File: src/rtl/rca_seq_ctrl.sv
// Nibble-serial WIDTH-bit add/subtract built around one shared 4-bit ripple-carry adder.
// Latency: NIB cycles from operand accept to out_valid; one operation in flight at a time.
// Backpressure: result held in DONE until out_ready; in_ready only in IDLE, both decoded from state.

module rca (
    input  logic [3:0] a,
    input  logic [3:0] b,
    input  logic       ci,
    output logic [3:0] s,
    output logic       co
);
    logic [4:0] c;

    always_comb begin
        c    = '0;
        s    = '0;
        c[0] = ci;
        for (int i = 0; i < 4; i++) begin
            s[i]   = a[i] ^ b[i] ^ c[i];
            c[i+1] = (a[i] & b[i]) | (c[i] & (a[i] ^ b[i]));
        end
    end

    assign co = c[4];
endmodule

module rca_seq_ctrl #(
    parameter int WIDTH = 16
) (
    input  logic             clk,
    input  logic             rst,
    input  logic             in_valid,
    output logic             in_ready,
    input  logic [WIDTH-1:0] a,
    input  logic [WIDTH-1:0] b,
    input  logic             cin,
    input  logic             sub,
    output logic             out_valid,
    input  logic             out_ready,
    output logic [WIDTH-1:0] sum,
    output logic             cout,
    output logic             ovf,
    output logic             busy
);
    localparam int NIB = WIDTH / 4;
    localparam int KW  = $clog2(NIB);
    localparam logic [KW-1:0] KLAST = KW'(NIB - 1);

    typedef enum logic [1:0] {
        IDLE = 2'd0,
        RUN  = 2'd1,
        DONE = 2'd2
    } state_t;

    state_t           state;
    logic [WIDTH-1:0] a_r;
    logic [WIDTH-1:0] b_r;
    logic             c_r;
    logic [KW-1:0]    k;

    logic [3:0] nib_a;
    logic [3:0] nib_b;
    logic [3:0] nib_s;
    logic       nib_c;

    assign nib_a = a_r[{k, 2'b00} +: 4];
    assign nib_b = b_r[{k, 2'b00} +: 4];

    rca u_rca (
        .a  (nib_a),
        .b  (nib_b),
        .ci (c_r),
        .s  (nib_s),
        .co (nib_c)
    );

    always_ff @(posedge clk) begin
        if (rst) begin
            state <= IDLE;
            a_r   <= '0;
            b_r   <= '0;
            c_r   <= 1'b0;
            k     <= '0;
            sum   <= '0;
            cout  <= 1'b0;
            ovf   <= 1'b0;
        end else begin
            case (state)
                IDLE: begin
                    if (in_valid) begin
                        // Subtract is folded into the add path as a + ~b + 1.
                        a_r   <= a;
                        b_r   <= sub ? ~b : b;
                        c_r   <= sub ? 1'b1 : cin;
                        k     <= '0;
                        state <= RUN;
                    end
                end
                RUN: begin
                    sum[{k, 2'b00} +: 4] <= nib_s;
                    c_r                  <= nib_c;
                    k                    <= k + 1'b1;
                    if (k == KLAST) begin
                        // Final carry only reaches cout; it never wraps into nibble 0.
                        cout  <= nib_c;
                        ovf   <= (a_r[WIDTH-1] == b_r[WIDTH-1]) && (nib_s[3] != a_r[WIDTH-1]);
                        state <= DONE;
                    end
                end
                DONE: begin
                    if (out_ready) begin
                        state <= IDLE;
                    end
                end
                default: state <= IDLE;
            endcase
        end
    end

    assign in_ready  = (state == IDLE);
    assign out_valid = (state == DONE);
    assign busy      = (state != IDLE);
endmodule

File: config.mk
export PLATFORM = sky130hd
export DESIGN_NAME = rca_seq_ctrl
export DESIGN_NICKNAME = d
export VERILOG_FILES = /design/src/rtl/rca_seq_ctrl.sv
export SDC_FILE = /design/constraint.sdc
export NUM_CORES = 1
export LEC_CHECK = 0
export BUFFER_PORTS_ARGS = -buffer_cell sky130_fd_sc_hd__buf_2
export CORE_MARGIN = 8
export CORE_UTILIZATION = 54
export CTS_BUF_LIST = sky130_fd_sc_hd__clkbuf_4 sky130_fd_sc_hd__clkbuf_8 sky130_fd_sc_hd__clkbuf_16
export DETAILED_ROUTE_END_ITERATION = 10
export GPL_TIMING_DRIVEN = 1
export PLACE_DENSITY_LB_ADDON = 0.2
export SYNTH_ARGS = -nofsm -noshare
export SYNTH_HDL_FRONTEND = slang
export SYNTH_SLANG_ARGS = --single-unit
File: constraint.sdc
create_clock -name clk -period 4.6 [get_ports clk]
set_input_delay 0.46 -clock clk [delete_from_list [all_inputs] [get_ports clk]]
set_output_delay 0.46 -clock clk [all_outputs]
set_load 0.05 [all_outputs]
# After elaboration in Yosys (flattened, before gate mapping)
# Index checks and enable logic that the tools add are counted.
# word_totals
elab_cells	62
ff_bits	55
# op_classes
n_reduce_logical	8
bitwise	21
add_sub_neg	2
n_mux	11
n_eq_ne	8
shift	4
# op_table
operator	count
16-bit by 5-bit indexed part select with 4-bit output	2
16-bit bitwise mux	1
16-bit two-way mux	1
16-bit NOT	1
4-bit by 6-bit variable shift with 16-bit output (first input constant)	1
4-bit by 6-bit indexed part select with 16-bit output	1
1-bit bitwise AND	8
2-bit two-way mux	4
1-bit XOR	8
4-bit negator with 6-bit output	1
2-bit one-hot mux with 3 select lines	1
2-bit AND reduction	3
2-bit equality test (second input constant)	2
2-bit inequality test (second input constant)	2
1-bit OR	4
2-bit one-hot mux with 2 select lines	1
2-bit nonzero test	2
3-bit AND reduction	1
2-bit by 1-bit adder with 2-bit output (second input constant)	1
2-bit by 1-bit equality test with 1-bit output (second input constant)	1
2-bit logical NOT	1
1-bit two-way mux	2
2-bit by 1-bit inequality test with 1-bit output (second input constant)	1
1-bit one-hot mux with 2 select lines	1
3 further kinds	3

# Depth between registers and ports, before layout
# Gate-level depths: netlist (run 1).
# logic_depth
depth_word	11
depth_mapped	13
mapped_depth_nobuf	12

# Cells and area by module
# A second synthesis (run 1) with hierarchy kept.
# unflattened
cells_unflattened	273
area_unflattened_um2	2556.2
# by_module_without_submodules
module	area_each_um2	n_inst	cells_per_inst
rca_seq_ctrl	2438.6	1	259
rca	117.6	1	14

# Worst setup path after synthesis (run 1)
# No wires, ideal clock.
# synth_path
path_type	register -> register
start	reg k[0]
end	reg ovf
path_stages_with_launch	14
required_time_ps	4468
setup_time_ps	132
path_buffers	1
path_slack_ps	1370
arrival_time_ps	3098
path_cell_list	dfxtp_1 > buf_2 > mux4_2 > inv_1 > fa_1 > inv_1 > fa_1 > inv_1 > fa_1 > inv_1 > fa_1 > and3b_1 > a211oi_1 > nor3_1
# synth_between
elab_chain_len	11
elab_cells_between_ends	20
classes_between	2 x eq/ne; 2 x shift; 14 x bitwise; 2 x reduce/logical
# synth_lines
item	line	rtl
start: declaration	59	logic [KW-1:0] k;
start signal: assignment	102	k <= k + 1'b1;
16-bit by 5-bit indexed part select with 4-bit output, on equally long branches	66, 67	
1-bit XOR	20	c[i+1] = (a[i] & b[i]) | (c[i] & (a[i] ^ b[i]));
1-bit bitwise AND	20	
1-bit OR	20	
1-bit bitwise AND	20	
1-bit OR	20	
1-bit bitwise AND	20	
1-bit OR	20	
1-bit XOR	19	s[i] = a[i] ^ b[i] ^ c[i];
1-bit inequality test	106	ovf <= (a_r[WIDTH-1] == b_r[WIDTH-1]) && (nib_s[3] != a_r[WIDTH-1]);
1-bit logical AND	106	
end signal: assignment	106	
end: declaration	42	output logic ovf,
# Parallel ways exist; a longest one is shown, timed or not.
# A chain may end at the register's enable or synchronous reset.

# Worst setup path in the final report (run 1)
# Ends and elaborated chain as after synthesis.

==> flow_summary.html, run 1 <==
<table>
<tr><th>Metric</th><th>Value</th></tr>
<tr><th colspan="2">Status</th></tr>
<tr><td>Result of the run</td><td>finished clean</td></tr>
<tr><th colspan="2">Timing</th></tr>
<tr><td>Clock skew</td><td>0.005309 ns</td></tr>
<tr><td>Final WS setup</td><td>0.9365 ns</td></tr>
<tr><td>Total negative slack for setup checks</td><td>0 ns</td></tr>
<tr><td>Share of the cycle needed by the critical path after routing</td><td>0.7964</td></tr>
<tr><td>Actual slew at the worst max-slew pin</td><td>1.075 ns</td></tr>
<tr><td>Maximum clock frequency</td><td>0.2730 GHz</td></tr>
<tr><td>RSZ-0062 raised after global routing</td><td>false</td></tr>
<tr><td>Final critical delay including setup and external delays</td><td>3.663 ns</td></tr>
<tr><td>Normalized max-slew margin</td><td>0.2836</td></tr>
<tr><td>Number of failing hold endpoints at the final stage</td><td>0</td></tr>
<tr><td>Final number of max-transition violations</td><td>0</td></tr>
<tr><td>Setup-failing EPs final</td><td>0</td></tr>
<tr><th colspan="2">Setup path</th></tr>
<tr><td>Largest driver fanout on the critical path</td><td>17</td></tr>
<tr><td>Required time worst endpoint</td><td>4.75 ns</td></tr>
<tr><td>Worst reg2reg startpoint</td><td>k[0]$_SDFFE_PP0P_</td></tr>
<tr><td>Data arrival time of the critical path</td><td>3.82 ns</td></tr>
<tr><td>Kind of critical path</td><td>flip-flop to flip-flop</td></tr>
<tr><td>Worst setup slack for register-to-register paths</td><td>0.94 ns</td></tr>
<tr><td>Critical R2R Capture</td><td>ovf$_SDFFE_PP0P_</td></tr>
<tr><td>Category of the worst setup path launch point</td><td>flip-flop</td></tr>
<tr><td>R2R depth</td><td>12</td></tr>
<tr><td>Setup crit end kind</td><td>flip-flop</td></tr>
<tr><th colspan="2">Synthesis</th></tr>
<tr><td>Proportion of synthesized flip-flops having asynchronous set or reset</td><td>0</td></tr>
<tr><td>Syn Area/Cell</td><td>9.406 um2</td></tr>
<tr><td>Number of enable-type register cells in the synthesized netlist</td><td>0</td></tr>
<tr><td>Fraction of post-synthesis cell area in the top cell type by area</td><td>0.4181</td></tr>
<tr><td>Flip-flop and latch count after synthesis</td><td>55</td></tr>
<tr><td>Synth Net Count</td><td>328</td></tr>
<tr><td>Biggest area contributors in the synthesized netlist</td><td>sky130_fd_sc_hd__dfxtp_1 42%, sky130_fd_sc_hd__mux4_2 6.8%, sky130_fd_sc_hd__nand2_1 5.8%</td></tr>
<tr><td>Prevailing post-synth register cell</td><td>sky130_fd_sc_hd__dfxtp_1</td></tr>
<tr><td>Synthesis warning total</td><td>0</td></tr>
<tr><td>Distinct cell type count after synthesis</td><td>39</td></tr>
<tr><td>Sequential element share of the synthesized area</td><td>0.4181</td></tr>
<tr><td>Count of mapped cells out of synthesis</td><td>280</td></tr>
<tr><td>Post-Synthesis Cell Area</td><td>2634 um2</td></tr>
<tr><td>Post-synthesis cell type with the largest combined area</td><td>sky130_fd_sc_hd__dfxtp_1</td></tr>
<tr><th colspan="2">Clock tree</th></tr>
<tr><td>Maximum buffer depth of the clock tree</td><td>2</td></tr>
<tr><td>CTS tree</td><td>yes</td></tr>
<tr><td>Inserted Clock Buffers</td><td>5</td></tr>
<tr><td>CTS root buf</td><td>sky130_fd_sc_hd__clkbuf_8</td></tr>
<tr><td>H-tree lvl count</td><td>2</td></tr>
<tr><td>Clock sink count</td><td>55</td></tr>
<tr><td>Post-CTS repair timing setup buffer count</td><td>0</td></tr>
<tr><td>Worst-skew pair later-pin latency</td><td>0.30 ns</td></tr>
<tr><td>Cells resized by post-CTS repair</td><td>0</td></tr>
<tr><td>CTS clk-pin slew, worst paths</td><td>0.09 ns</td></tr>
<tr><td>Cts-stage hold buffer count</td><td>0</td></tr>
<tr><th colspan="2">Pwr</th></tr>
<tr><td>Leakage dissipation</td><td>1.221 nW</td></tr>
<tr><td>Post-layout total power</td><td>0.0009990 W</td></tr>
<tr><td>Power density over cell area</td><td>332.3 nW/um2</td></tr>
<tr><td>Worst voltage drop across the vdd grid</td><td>0.2034 mV</td></tr>
<tr><th colspan="2">Global routing</th></tr>
<tr><td>Wire length of the first global-routing pass</td><td>9418 um</td></tr>
<tr><td>Via count of the first global-routing pass</td><td>2,063</td></tr>
<tr><td>Initial antenna violation count</td><td>0</td></tr>
<tr><td>Global-route total usage across every layer</td><td>0.1584</td></tr>
<tr><td>Pin count of the biggest net entering global routing</td><td>61</td></tr>
<tr><td>Global route overflow</td><td>0</td></tr>
<tr><th colspan="2">Layout</th></tr>
<tr><td>Non-Filler Cell Area, Final</td><td>3007 um2</td></tr>
<tr><td>Most common library cell in the layout ignoring fill and taps</td><td>sky130_fd_sc_hd__buf_2</td></tr>
<tr><td>Synth-to-Final Area Change</td><td>14.16%</td></tr>
<tr><td>Fraction of layout instances using a drive strength above 1</td><td>0.2446</td></tr>
<tr><td>ANT cells</td><td>0</td></tr>
<tr><td>Count of fill cells added during filler insertion</td><td>417</td></tr>
<tr><td>Most used cells in the layout excluding fill and tap cells</td><td>58 x sky130_fd_sc_hd__buf_2, 55 x sky130_fd_sc_hd__dfxtp_1, 41 x sky130_fd_sc_hd__nand2_1, 27 x sky130_fd_sc_hd__nor2_1, 24 x sky130_fd_sc_hd__a21oi_1</td></tr>
<tr><td>Final net count</td><td>374</td></tr>
<tr><td>Core Util, Final</td><td>0.6366</td></tr>
<tr><th colspan="2">Route</th></tr>
<tr><td>Post-route met1 wirelength</td><td>2627 um</td></tr>
<tr><td>Total detailed-routing wirelength</td><td>5654 um</td></tr>
<tr><td>Average via count per standard cell</td><td>5.254</td></tr>
<tr><td>Average wire per standard cell</td><td>14.35 um</td></tr>
<tr><td>DRC marker count from the first detailed-route iteration</td><td>93</td></tr>
<tr><td>Highest routed metal layer</td><td>met4</td></tr>
<tr><td>Via count</td><td>2,070</td></tr>
<tr><td>Remaining number of nets flagged by the antenna check after routing</td><td>0</td></tr>
<tr><td>Detail Route met2 WL</td><td>2628 um</td></tr>
<tr><td>DRT Pass-1 Iters</td><td>4</td></tr>
<tr><td>Detailed-routed wire length on met3</td><td>278 um</td></tr>
<tr><td>DR DRC count</td><td>0</td></tr>
<tr><th colspan="2">Die</th></tr>
<tr><td>Core Box Area</td><td>4723 um2</td></tr>
<tr><td>Overall die area</td><td>7369 um2</td></tr>
<tr><td>Ports</td><td>59</td></tr>
<tr><td>Die height</td><td>85.84 um</td></tr>
<tr><td>Effective utilization at floorplan</td><td>0.5576</td></tr>
<tr><td>Standard-cell rows</td><td>25</td></tr>
<tr><td>Chip width</td><td>85.84 um</td></tr>
<tr><th colspan="2">Placement</th></tr>
<tr><td>Number of buffers added on ports</td><td>58</td></tr>
<tr><td>Post-Place Cell Area</td><td>2903 um2</td></tr>
<tr><td>Setup slack after placement</td><td>0.8803 ns</td></tr>
<tr><td>Placer Congestion</td><td>0.7874</td></tr>
<tr><td>Half-perimeter wire length after placement</td><td>4157 um</td></tr>
<tr><th colspan="2">Min path</th></tr>
<tr><td>Destination of the worst hold path</td><td>a_r[6]$_SDFFE_PP0P_</td></tr>
<tr><td>Origin of the worst min-delay path</td><td>a[6]</td></tr>
<tr><td>Class of the most critical hold timing path</td><td>primary input to flip-flop</td></tr>
<tr><td>Worst hold path stage count</td><td>3</td></tr>
<tr><th colspan="2">Run</th></tr>
<tr><td>Maxcap violations</td><td>0</td></tr>
</table>
synthesized netlist by cell type, types with 3 or more instances:
cell / number
sky130_fd_sc_hd__ha_1: 6
sky130_fd_sc_hd__a211oi_1: 17
sky130_fd_sc_hd__nand2_1: 41
sky130_fd_sc_hd__nand3b_1: 4
sky130_fd_sc_hd__nand2b_1: 6
sky130_fd_sc_hd__nor2b_1: 3
sky130_fd_sc_hd__dfxtp_1: 55
sky130_fd_sc_hd__fa_1: 4
sky130_fd_sc_hd__mux4_2: 8
sky130_fd_sc_hd__buf_2: 6
sky130_fd_sc_hd__buf_4: 4
sky130_fd_sc_hd__a32oi_1: 8
sky130_fd_sc_hd__xnor2_1: 16
sky130_fd_sc_hd__clkbuf_1: 6
sky130_fd_sc_hd__a21oi_1: 24
sky130_fd_sc_hd__nor2_1: 27
sky130_fd_sc_hd__inv_1: 15
metrics by stage:
stage | hold WS [ns] | cells
floorplan | 0.4331 | 280
global placement | 0.4368 | 386
detailed placement | 0.4420 | 386
CTS | 0.3769 | 394
global route | 0.3741 | 394
finish | 0.3845 | 394
flip-flops by register name (all words and copies together), names as in the netlist:
| name | cells |
|---|---|
| state | 2 |
| cout | 1 |
| ovf | 1 |
| k | 2 |
| b_r | 16 |
| sum | 16 |
| a_r | 16 |
| c_r | 1 |
final cells by class:
| class | count | area, um2 | share of cell area |
|---|---|---|---|
| clock buffers | 8 | 103.9 | 0.03454 |
| multi-input cells | 190 | 1364 | 0.4536 |
| well taps | 67 | 83.83 | 0.02788 |
| repair buffers | 59 | 297.8 | 0.09904 |
| flip-flops and latches | 55 | 1101 | 0.3662 |
| inverters | 15 | 56.30 | 0.01873 |
metal layers:
layer	vias to the layer above	track usage
met5	-	0
met4	0	0.06051
met3	11	0.05062
met2	49	0.2532
met1	953	0.1936
li1	1057	-
cells by family (layout without fill, tap and decap cells):
| family | count (synthesis) | count (layout) | share of synthesized area |
|---|---|---|---|
| and+or+nand+nor | 98 | 98 | 0.1834 |
| AOI/OAI and AO/OA | 57 | 57 | 0.1501 |
| DFF | 55 | 55 | 0.4181 |
| buffers and inverters | 35 | 82 | 0.06413 |
| xor gates and xnor gates | 16 | 16 | 0.05320 |
| adders and majority gates | 10 | 10 | 0.05891 |
| muxes | 9 | 9 | 0.07221 |
worst max-delay path by stage:
stage	startpoint	endpoint	slack [ns]	cells after the start
floorplan	k[0]$_SDFFE_PP0P_	ovf$_SDFFE_PP0P_	1.37	13
global placement	k[0]$_SDFFE_PP0P_	ovf$_SDFFE_PP0P_	1.03	12
detailed placement	k[0]$_SDFFE_PP0P_	ovf$_SDFFE_PP0P_	0.88	12
CTS	k[0]$_SDFFE_PP0P_	ovf$_SDFFE_PP0P_	0.90	12
global route	k[0]$_SDFFE_PP0P_	ovf$_SDFFE_PP0P_	0.66	12
finish	k[0]$_SDFFE_PP0P_	ovf$_SDFFE_PP0P_	0.94	12
report_power, final:
part	switching [W]	internal, W	leakage (nW)
logic	0.000105	0.0000759	0.716
registers	0.0000229	0.000503	0.450
clock network	0.000149	0.000144	0.0549
worst max-delay path: stages (launching register included):
cell                       delay [ns]
sky130_fd_sc_hd__dfxtp_1         0.86
sky130_fd_sc_hd__mux4_2          0.59
sky130_fd_sc_hd__inv_1           0.09
sky130_fd_sc_hd__fa_1            0.17
sky130_fd_sc_hd__inv_1           0.05
sky130_fd_sc_hd__fa_1            0.35
sky130_fd_sc_hd__inv_1           0.07
sky130_fd_sc_hd__fa_1            0.16
sky130_fd_sc_hd__inv_1           0.05
sky130_fd_sc_hd__fa_1            0.63
sky130_fd_sc_hd__and3b_1         0.21
sky130_fd_sc_hd__a211oi_1        0.20
sky130_fd_sc_hd__nor3_1          0.07
No activity file was read; power rests on OpenSTA's default activity.
==> run 2: changes to the inputs <==
--- a/config.mk
+++ b/config.mk
@@ -5,6 +5,7 @@
 export SDC_FILE = /design/constraint.sdc
 export NUM_CORES = 1
 export LEC_CHECK = 0
+export ABC_AREA = 1
 export BUFFER_PORTS_ARGS = -buffer_cell sky130_fd_sc_hd__buf_2
 export CORE_MARGIN = 8
 export CORE_UTILIZATION = 54
==> constraint.sdc (replaced) <==
create_clock -name clk -period 3.8 [get_ports clk]
set_input_delay 0.38 -clock clk [delete_from_list [all_inputs] [get_ports clk]]
set_output_delay 0.38 -clock clk [all_outputs]
set_load 0.05 [all_outputs]
==> flow_summary.html, run 2 <==
<table>
<tr><th>Metric</th><th>Value</th></tr>
<tr><th colspan="2">Setup path</th></tr>
<tr><td>Critical R2R Capture</td><td>ovf$_SDFFE_PP0P_</td></tr>
<tr><td>Setup crit end kind</td><td>flip-flop</td></tr>
<tr><td>Longest individual stage delay on the worst path</td><td>0.54 ns</td></tr>
<tr><td>Worst setup slack for register-to-register paths</td><td>0.65 ns</td></tr>
<tr><td>Kind of critical path</td><td>flip-flop to flip-flop</td></tr>
<tr><td>Top delay family on crit path</td><td>adder cells</td></tr>
<tr><td>Cell-by-cell trace of the critical path</td><td>buf_4 &gt; o21ai_0 &gt; nor2_1 &gt; a21oi_1 &gt; fa_1 &gt; inv_1 &gt; fa_1 &gt; inv_1 &gt; fa_1 &gt; inv_1 &gt; fa_1 &gt; inv_1 &gt; nand2_1 &gt; nand2_1 &gt; nand3_1 &gt; a21oi_1</td></tr>
<tr><td>Buf+Inv Stages, Crit Path</td><td>5</td></tr>
<tr><td>Largest driver fanout on the critical path</td><td>17</td></tr>
<tr><td>Required time worst endpoint</td><td>4.04 ns</td></tr>
<tr><td>Highest-delay cell along the critical path</td><td>sky130_fd_sc_hd__dfxtp_1</td></tr>
<tr><td>R2R depth</td><td>16</td></tr>
<tr><td>Category of the worst setup path launch point</td><td>flip-flop</td></tr>
<tr><td>Data arrival time of the critical path</td><td>3.39 ns</td></tr>
<tr><td>Worst reg2reg startpoint</td><td>k[0]$_SDFFE_PP0P_</td></tr>
<tr><th colspan="2">Synthesis</th></tr>
<tr><td>Prevailing post-synth register cell</td><td>sky130_fd_sc_hd__dfxtp_1</td></tr>
<tr><td>Number of enable-type register cells in the synthesized netlist</td><td>0</td></tr>
<tr><td>Synth Net Count</td><td>449</td></tr>
<tr><td>Proportion of synthesized flip-flops having asynchronous set or reset</td><td>0</td></tr>
<tr><td>Fraction of post-synthesis cell area in the top cell type by area</td><td>0.3968</td></tr>
<tr><td>Count of mapped cells out of synthesis</td><td>401</td></tr>
<tr><td>Cell types with the highest counts after synthesis</td><td>105 x sky130_fd_sc_hd__nor2_1, 78 x sky130_fd_sc_hd__nand2_1, 55 x sky130_fd_sc_hd__dfxtp_1, 39 x sky130_fd_sc_hd__o21ai_0, 37 x sky130_fd_sc_hd__inv_1</td></tr>
<tr><td>Post-synthesis cell type with the largest combined area</td><td>sky130_fd_sc_hd__dfxtp_1</td></tr>
<tr><td>Synthesis warning total</td><td>0</td></tr>
<tr><td>Post-Synthesis Cell Area</td><td>2775 um2</td></tr>
<tr><td>Distinct cell type count after synthesis</td><td>25</td></tr>
<tr><td>Flip-flop and latch count after synthesis</td><td>55</td></tr>
<tr><td>Sequential element share of the synthesized area</td><td>0.3968</td></tr>
<tr><td>Count leader, synth</td><td>sky130_fd_sc_hd__nor2_1</td></tr>
<tr><td>Biggest area contributors in the synthesized netlist</td><td>sky130_fd_sc_hd__dfxtp_1 40%, sky130_fd_sc_hd__nor2_1 14%, sky130_fd_sc_hd__nand2_1 11%</td></tr>
<tr><td>Syn Area/Cell</td><td>6.921 um2</td></tr>
<tr><th colspan="2">Route</th></tr>
<tr><td>Detailed-routed wire length on met3</td><td>317 um</td></tr>
<tr><td>Remaining number of nets flagged by the antenna check after routing</td><td>0</td></tr>
<tr><td>Highest routed metal layer</td><td>met4</td></tr>
<tr><td>Via count</td><td>2,453</td></tr>
<tr><td>DR DRC count</td><td>0</td></tr>
<tr><td>Average via count per standard cell</td><td>4.726</td></tr>
<tr><td>Total detailed-routing wirelength</td><td>5910 um</td></tr>
<tr><td>Detail Route met2 WL</td><td>2789 um</td></tr>
<tr><td>Average wire per standard cell</td><td>11.39 um</td></tr>
<tr><td>DRC marker count from the first detailed-route iteration</td><td>133</td></tr>
<tr><td>Post-route met1 wirelength</td><td>2702 um</td></tr>
<tr><td>DRT Pass-1 Iters</td><td>5</td></tr>
<tr><th colspan="2">Die</th></tr>
<tr><td>Effective utilization at floorplan</td><td>0.5504</td></tr>
<tr><td>Overall die area</td><td>7690 um2</td></tr>
<tr><td>Core Box Area</td><td>5042 um2</td></tr>
<tr><td>Chip width</td><td>87.69 um</td></tr>
<tr><td>Standard-cell rows</td><td>26</td></tr>
<tr><td>Ports</td><td>59</td></tr>
<tr><td>Die height</td><td>87.69 um</td></tr>
<tr><th colspan="2">Clock tree</th></tr>
<tr><td>Post-CTS repair timing setup buffer count</td><td>0</td></tr>
<tr><td>Maximum buffer depth of the clock tree</td><td>2</td></tr>
<tr><td>CTS tree</td><td>yes</td></tr>
<tr><td>H-tree lvl count</td><td>2</td></tr>
<tr><td>Cts-stage hold buffer count</td><td>0</td></tr>
<tr><td>CTS root buf</td><td>sky130_fd_sc_hd__clkbuf_8</td></tr>
<tr><td>Clock sink count</td><td>55</td></tr>
<tr><td>Worst-skew pair later-pin latency</td><td>0.30 ns</td></tr>
<tr><td>Inserted Clock Buffers</td><td>5</td></tr>
<tr><td>Cells resized by post-CTS repair</td><td>0</td></tr>
<tr><td>CTS clk-pin slew, worst paths</td><td>0.09 ns</td></tr>
<tr><th colspan="2">Timing</th></tr>
<tr><td>Final WS setup</td><td>0.6489 ns</td></tr>
<tr><td>Final number of max-transition violations</td><td>0</td></tr>
<tr><td>Share of the cycle needed by the critical path after routing</td><td>0.8292</td></tr>
<tr><td>Number of failing hold endpoints at the final stage</td><td>0</td></tr>
<tr><td>Maximum clock frequency</td><td>0.3173 GHz</td></tr>
<tr><td>Normalized max-slew margin</td><td>0.3134</td></tr>
<tr><td>Final critical delay including setup and external delays</td><td>3.151 ns</td></tr>
<tr><td>Total negative slack for setup checks</td><td>0 ns</td></tr>
<tr><td>RSZ-0062 raised after global routing</td><td>false</td></tr>
<tr><td>Actual slew at the worst max-slew pin</td><td>1.029 ns</td></tr>
<tr><td>Setup-failing EPs final</td><td>0</td></tr>
<tr><td>Clock skew</td><td>0.005215 ns</td></tr>
<tr><th colspan="2">Layout</th></tr>
<tr><td>Fraction of layout instances using a drive strength above 1</td><td>0.1626</td></tr>
<tr><td>Most common library cell in the layout ignoring fill and taps</td><td>sky130_fd_sc_hd__nor2_1</td></tr>
<tr><td>Top Registers</td><td>a_r x16, b_r x16, sum x16</td></tr>
<tr><td>Synth-to-Final Area Change</td><td>12.94%</td></tr>
<tr><td>Count of placed standard cells in the final layout, fillers left out</td><td>519</td></tr>
<tr><td>Non-Filler Cell Area, Final</td><td>3134 um2</td></tr>
<tr><td>Most used cells in the layout excluding fill and tap cells</td><td>105 x sky130_fd_sc_hd__nor2_1, 78 x sky130_fd_sc_hd__nand2_1, 58 x sky130_fd_sc_hd__buf_2, 55 x sky130_fd_sc_hd__dfxtp_1, 39 x sky130_fd_sc_hd__o21ai_0</td></tr>
<tr><td>ANT cells</td><td>0</td></tr>
<tr><td>Final net count</td><td>497</td></tr>
<tr><td>Count of fill cells added during filler insertion</td><td>493</td></tr>
<tr><th colspan="2">Pwr</th></tr>
<tr><td>Power density over cell area</td><td>393.2 nW/um2</td></tr>
<tr><td>Worst voltage drop across the vdd grid</td><td>0.2005 mV</td></tr>
<tr><td>Leakage dissipation</td><td>1.520 nW</td></tr>
<tr><th colspan="2">Min path</th></tr>
<tr><td>Destination of the worst hold path</td><td>state[1]$_SDFFE_PP0P_</td></tr>
<tr><td>Origin of the worst min-delay path</td><td>out_ready</td></tr>
<tr><td>Class of the most critical hold timing path</td><td>primary input to flip-flop</td></tr>
<tr><td>Worst hold path stage count</td><td>4</td></tr>
<tr><th colspan="2">Global routing</th></tr>
<tr><td>Global-route total usage across every layer</td><td>0.1619</td></tr>
<tr><td>Pin count of the biggest net entering global routing</td><td>46</td></tr>
<tr><td>Wire length of the first global-routing pass</td><td>10,060 um</td></tr>
<tr><td>Via count of the first global-routing pass</td><td>2,286</td></tr>
<tr><td>Initial antenna violation count</td><td>0</td></tr>
<tr><td>Global route overflow</td><td>0</td></tr>
<tr><th colspan="2">Status</th></tr>
<tr><td>Result of the run</td><td>finished clean</td></tr>
<tr><th colspan="2">Placement</th></tr>
<tr><td>Post-Place Cell Area</td><td>3047 um2</td></tr>
<tr><td>Half-perimeter wire length after placement</td><td>4546 um</td></tr>
<tr><td>Placer Congestion</td><td>0.8309</td></tr>
<tr><td>Number of buffers added on ports</td><td>58</td></tr>
<tr><td>Setup slack after placement</td><td>0.6876 ns</td></tr>
<tr><td>Placed instance count</td><td>512</td></tr>
<tr><th colspan="2">Run</th></tr>
<tr><td>Maxcap violations</td><td>0</td></tr>
</table>
-- run 2: cell families (layout without fill, tap and decap cells) --
| logic type | Yosys count | in the layout | share of synthesized area |
|---|---|---|---|
| and+or+nand+nor | 200 | 200 | 0.2858 |
| AOI/OAI and AO/OA | 62 | 62 | 0.1136 |
| buffers and inverters | 58 | 106 | 0.09739 |
| DFF | 55 | 55 | 0.3968 |
| xor gates and xnor gates | 16 | 16 | 0.05049 |
| adders and majority gates | 10 | 10 | 0.05591 |
-- run 2: cell type report --
class	instances	area (um2)	share of cell area
clock buffer	6	82.58	0.02635
inverter	39	148.9	0.04750
tap	70	87.58	0.02794
timing repair buffer	60	305.3	0.09741
multi-input combinational	288	1404	0.4479
sequential	55	1101	0.3513
clock inverter	1	5.005	0.001597
-- run 2: power breakdown --
group          internal (W)  leakage [nW]  switching, W
Sequential         0.000614         0.452     0.0000262
Clock              0.000143        0.0470      0.000175
Combinational      0.000102          1.02      0.000172
-- run 2: worst min-delay path: cells and delay by family --
| family | cells | cell delay, ns |
|---|---|---|
| simple gates | 1 | 0.05 |
| compound gates | 1 | 0.05 |
| buf+inv | 2 | 0.10 |
-- run 2: worst max-delay path by stage --
stage	startpoint	to	depth (start not counted)
finish	k[0]$_SDFFE_PP0P_	ovf$_SDFFE_PP0P_	16
floorplan	k[0]$_SDFFE_PP0P_	ovf$_SDFFE_PP0P_	17
detailed placement	k[0]$_SDFFE_PP0P_	ovf$_SDFFE_PP0P_	16
CTS	k[0]$_SDFFE_PP0P_	ovf$_SDFFE_PP0P_	16
global route	k[0]$_SDFFE_PP0P_	ovf$_SDFFE_PP0P_	16
global placement	k[0]$_SDFFE_PP0P_	ovf$_SDFFE_PP0P_	16
-- run 2: metal layers --
metal	up-vias	GRT usage
li1	1328	-
met1	1064	0.1966
met2	54	0.2693
met3	7	0.03565
met4	0	0.06719
met5	-	0
-- run 2: metrics by stage --
stage	total power [W]	utilization	hold WS (ns)
2_1_floorplan	0.0008653	-	0.4238
5_1_grt	0.001309	0.6216	0.3320
4_1_cts	0.001246	0.6216	0.3115
6_report	0.001233	0.6216	0.3255
3_3_place_gp	0.0009227	0.6042	0.4497
3_5_place_dp	0.0009280	0.6042	0.4524
==> run 3: changes to the inputs <==
--- a/config.mk
+++ b/config.mk
@@ -8,7 +8,7 @@
 export ABC_AREA = 1
 export BUFFER_PORTS_ARGS = -buffer_cell sky130_fd_sc_hd__buf_2
 export CORE_MARGIN = 8
-export CORE_UTILIZATION = 54
+export CORE_UTILIZATION = 49
 export CTS_BUF_LIST = sky130_fd_sc_hd__clkbuf_4 sky130_fd_sc_hd__clkbuf_8 sky130_fd_sc_hd__clkbuf_16
 export DETAILED_ROUTE_END_ITERATION = 10
 export GPL_TIMING_DRIVEN = 1
==> constraint.sdc (replaced) <==
create_clock -name clk -period 2.6 [get_ports clk]
set_input_delay 0.26 -clock clk [delete_from_list [all_inputs] [get_ports clk]]
set_output_delay 0.26 -clock clk [all_outputs]
set_load 0.05 [all_outputs]
==> flow_summary.html, run 3 (synthesis gave the netlist of run 2 again) <==
<table>
<tr><th>Metric</th><th>Value</th></tr>
<tr><th colspan="2">Global routing</th></tr>
<tr><td>Global route overflow</td><td>0</td></tr>
<tr><td>Pin count of the biggest net entering global routing</td><td>46</td></tr>
<tr><td>Initial antenna violation count</td><td>0</td></tr>
<tr><td>Via count of the first global-routing pass</td><td>2,379</td></tr>
<tr><td>Global-route total usage across every layer</td><td>0.1514</td></tr>
<tr><td>Wire length of the first global-routing pass</td><td>10,560 um</td></tr>
<tr><th colspan="2">Run</th></tr>
<tr><td>Maxcap violations</td><td>0</td></tr>
<tr><th colspan="2">Layout</th></tr>
<tr><td>ANT cells</td><td>0</td></tr>
<tr><td>Fraction of layout instances using a drive strength above 1</td><td>0.2244</td></tr>
<tr><td>Synth-to-Final Area Change</td><td>17.94%</td></tr>
<tr><td>Most used cells in the layout excluding fill and tap cells</td><td>104 x sky130_fd_sc_hd__nor2_1, 78 x sky130_fd_sc_hd__nand2_1, 58 x sky130_fd_sc_hd__buf_2, 53 x sky130_fd_sc_hd__dfxtp_1, 33 x sky130_fd_sc_hd__o21ai_0</td></tr>
<tr><td>Final net count</td><td>506</td></tr>
<tr><td>Most common library cell in the layout ignoring fill and taps</td><td>sky130_fd_sc_hd__nor2_1</td></tr>
<tr><td>Core Util, Final</td><td>0.5981</td></tr>
<tr><td>Top Registers</td><td>a_r x16, b_r x16, sum x16</td></tr>
<tr><td>Non-Filler Cell Area, Final</td><td>3273 um2</td></tr>
<tr><th colspan="2">Die</th></tr>
<tr><td>Die height</td><td>91.26 um</td></tr>
<tr><td>Ports</td><td>59</td></tr>
<tr><td>Core Box Area</td><td>5473 um2</td></tr>
<tr><td>Chip width</td><td>91.26 um</td></tr>
<tr><td>Effective utilization at floorplan</td><td>0.5071</td></tr>
<tr><td>Standard-cell rows</td><td>27</td></tr>
<tr><td>Overall die area</td><td>8327 um2</td></tr>
<tr><th colspan="2">Clock tree</th></tr>
<tr><td>Cts-stage hold buffer count</td><td>0</td></tr>
<tr><td>CTS root buf</td><td>sky130_fd_sc_hd__clkbuf_8</td></tr>
<tr><td>H-tree lvl count</td><td>2</td></tr>
<tr><td>CTS clk-pin slew, worst paths</td><td>0.10 ns</td></tr>
<tr><td>CTS tree</td><td>yes</td></tr>
<tr><td>Maximum buffer depth of the clock tree</td><td>2</td></tr>
<tr><td>Worst-skew pair later-pin latency</td><td>0.31 ns</td></tr>
<tr><td>Inserted Clock Buffers</td><td>5</td></tr>
<tr><td>Clock sink count</td><td>55</td></tr>
<tr><th colspan="2">Route</th></tr>
<tr><td>Average wire per standard cell</td><td>11.66 um</td></tr>
<tr><td>DRC marker count from the first detailed-route iteration</td><td>86</td></tr>
<tr><td>Total detailed-routing wirelength</td><td>6192 um</td></tr>
<tr><td>DR DRC count</td><td>0</td></tr>
<tr><td>Remaining number of nets flagged by the antenna check after routing</td><td>0</td></tr>
<tr><td>Average via count per standard cell</td><td>4.669</td></tr>
<tr><td>Via count</td><td>2,479</td></tr>
<tr><td>DRT Pass-1 Iters</td><td>4</td></tr>
<tr><th colspan="2">Min path</th></tr>
<tr><td>Class of the most critical hold timing path</td><td>primary input to flip-flop</td></tr>
<tr><th colspan="2">Setup path</th></tr>
<tr><td>Longest individual stage delay on the worst path</td><td>0.46 ns</td></tr>
<tr><td>Data arrival time of the critical path</td><td>2.86 ns</td></tr>
<tr><td>Largest driver fanout on the critical path</td><td>7</td></tr>
<tr><td>Worst setup slack for register-to-register paths</td><td>-0.01 ns</td></tr>
<tr><td>Cell-by-cell trace of the critical path</td><td>buf_6 &gt; o21ai_2 &gt; a21oi_2 &gt; fa_2 &gt; inv_2 &gt; fa_2 &gt; inv_2 &gt; fa_2 &gt; inv_2 &gt; fa_2 &gt; inv_2 &gt; nand2_1 &gt; nand2_1 &gt; nand3_1 &gt; a21oi_1</td></tr>
<tr><td>Required time worst endpoint</td><td>2.84 ns</td></tr>
<tr><td>Category of the worst setup path launch point</td><td>flip-flop</td></tr>
<tr><td>Highest-delay cell along the critical path</td><td>sky130_fd_sc_hd__fa_2</td></tr>
<tr><td>Setup crit end kind</td><td>flip-flop</td></tr>
<tr><td>Kind of critical path</td><td>flip-flop to flip-flop</td></tr>
<tr><th colspan="2">Placement</th></tr>
<tr><td>Post-Place Cell Area</td><td>3123 um2</td></tr>
<tr><td>Placer Congestion</td><td>0.8401</td></tr>
<tr><td>Number of buffers added on ports</td><td>58</td></tr>
<tr><td>Half-perimeter wire length after placement</td><td>4830 um</td></tr>
<tr><td>Setup slack after placement</td><td>-0.09279 ns</td></tr>
<tr><th colspan="2">Timing</th></tr>
<tr><td>Clock skew</td><td>0.006578 ns</td></tr>
<tr><td>Final WS setup</td><td>-0.01498 ns</td></tr>
<tr><td>Final critical delay including setup and external delays</td><td>2.615 ns</td></tr>
<tr><td>Setup-failing EPs final</td><td>1</td></tr>
<tr><td>Final number of max-transition violations</td><td>0</td></tr>
<tr><td>Hold_ws</td><td>0.1977 ns</td></tr>
<tr><td>Actual slew at the worst max-slew pin</td><td>0.4636 ns</td></tr>
<tr><td>Share of the cycle needed by the critical path after routing</td><td>1.006</td></tr>
<tr><td>Number of failing hold endpoints at the final stage</td><td>0</td></tr>
<tr><td>Normalized max-slew margin</td><td>0.6906</td></tr>
<tr><td>RSZ-0062 raised after global routing</td><td>true</td></tr>
<tr><td>Maximum clock frequency</td><td>0.3824 GHz</td></tr>
<tr><th colspan="2">Pwr</th></tr>
<tr><td>Power density over cell area</td><td>580.8 nW/um2</td></tr>
<tr><td>Leakage dissipation</td><td>1.574 nW</td></tr>
<tr><td>Worst voltage drop across the vdd grid</td><td>0.2797 mV</td></tr>
<tr><th colspan="2">Status</th></tr>
<tr><td>Result of the run</td><td>finished with violations</td></tr>
<tr><td>Violations in the final reports</td><td>setup timing</td></tr>
</table>
-- run 3: cell count changes in the layout (fill, tap and decap cells not counted), sizes merged --
cell	previous run	this run
clkinv	2	1
clkbuf	6	8
buf	60	69
-- run 3: through the flow --
| step | TNS (ns) | power, W | instances |
|---|---|---|---|
| after detailed placement | -0.2946 | 0.001381 | 522 |
| final | -0.01498 | 0.001901 | 531 |
| after global routing | -0.4834 | 0.002012 | 531 |
| after floorplan | -0.1813 | 0.001279 | 401 |
| after CTS | -0.02177 | 0.001898 | 530 |
| after global placement | -0.02292 | 0.001372 | 522 |
-- run 3: path summary, 6_finish.rpt --
check / startpoint / endpoint / cells past startpoint
min reg2reg: sum[9]$_SDFFE_PP0P_ / sum[9]$_SDFFE_PP0P_ / 2
min: a[13] / a_r[13]$_SDFFE_PP0P_ / 3
max: k[0]$_SDFFE_PP0P_ / ovf$_SDFFE_PP0P_ / 15
max reg2reg: k[0]$_SDFFE_PP0P_ / ovf$_SDFFE_PP0P_ / 15
-- run 3: cell type report --
class                   instances  area, um2
multi-input cells             288       1446
well taps                      72      90.09
flip-flops and latches         55       1106
clock buffers                   8      103.9
fillers                       589       2200
repair buffers                 69      376.6
inverters                      39      150.1
-- run 3: routing by layer --
| metal | share of wire | track usage |
|---|---|---|
| met1 | 0.46 | 0.1780 |
| met2 | 0.48 | 0.2570 |
| met3 | 0.035 | 0.03786 |
| met4 | 0.018 | 0.06139 |
| met5 | 0 | 0 |
-- run 3: where the power goes --
part	internal (W)	switching, W
clock network	0.000254	0.000267
registers	0.000898	0.0000360
logic	0.000173	0.000272
total	0.00133	0.000575
-- run 3: what timing repair did --
item,CTS,global route
gates resized for setup,4,13
buffers inserted,0,1
hold endpoints to repair,0,0
pin swaps,2,1
setup endpoints to repair,5,7
-- run 3: worst max-delay path: cells and delay by family (launching register included) --
kind                       cells  cell delay (ns)
and+or+nand+nor                3             0.17
buffers and inverters          5             0.37
DFF                            1             0.38
adders and majority gates      4             1.29
AOI/OAI and AO/OA              3             0.34
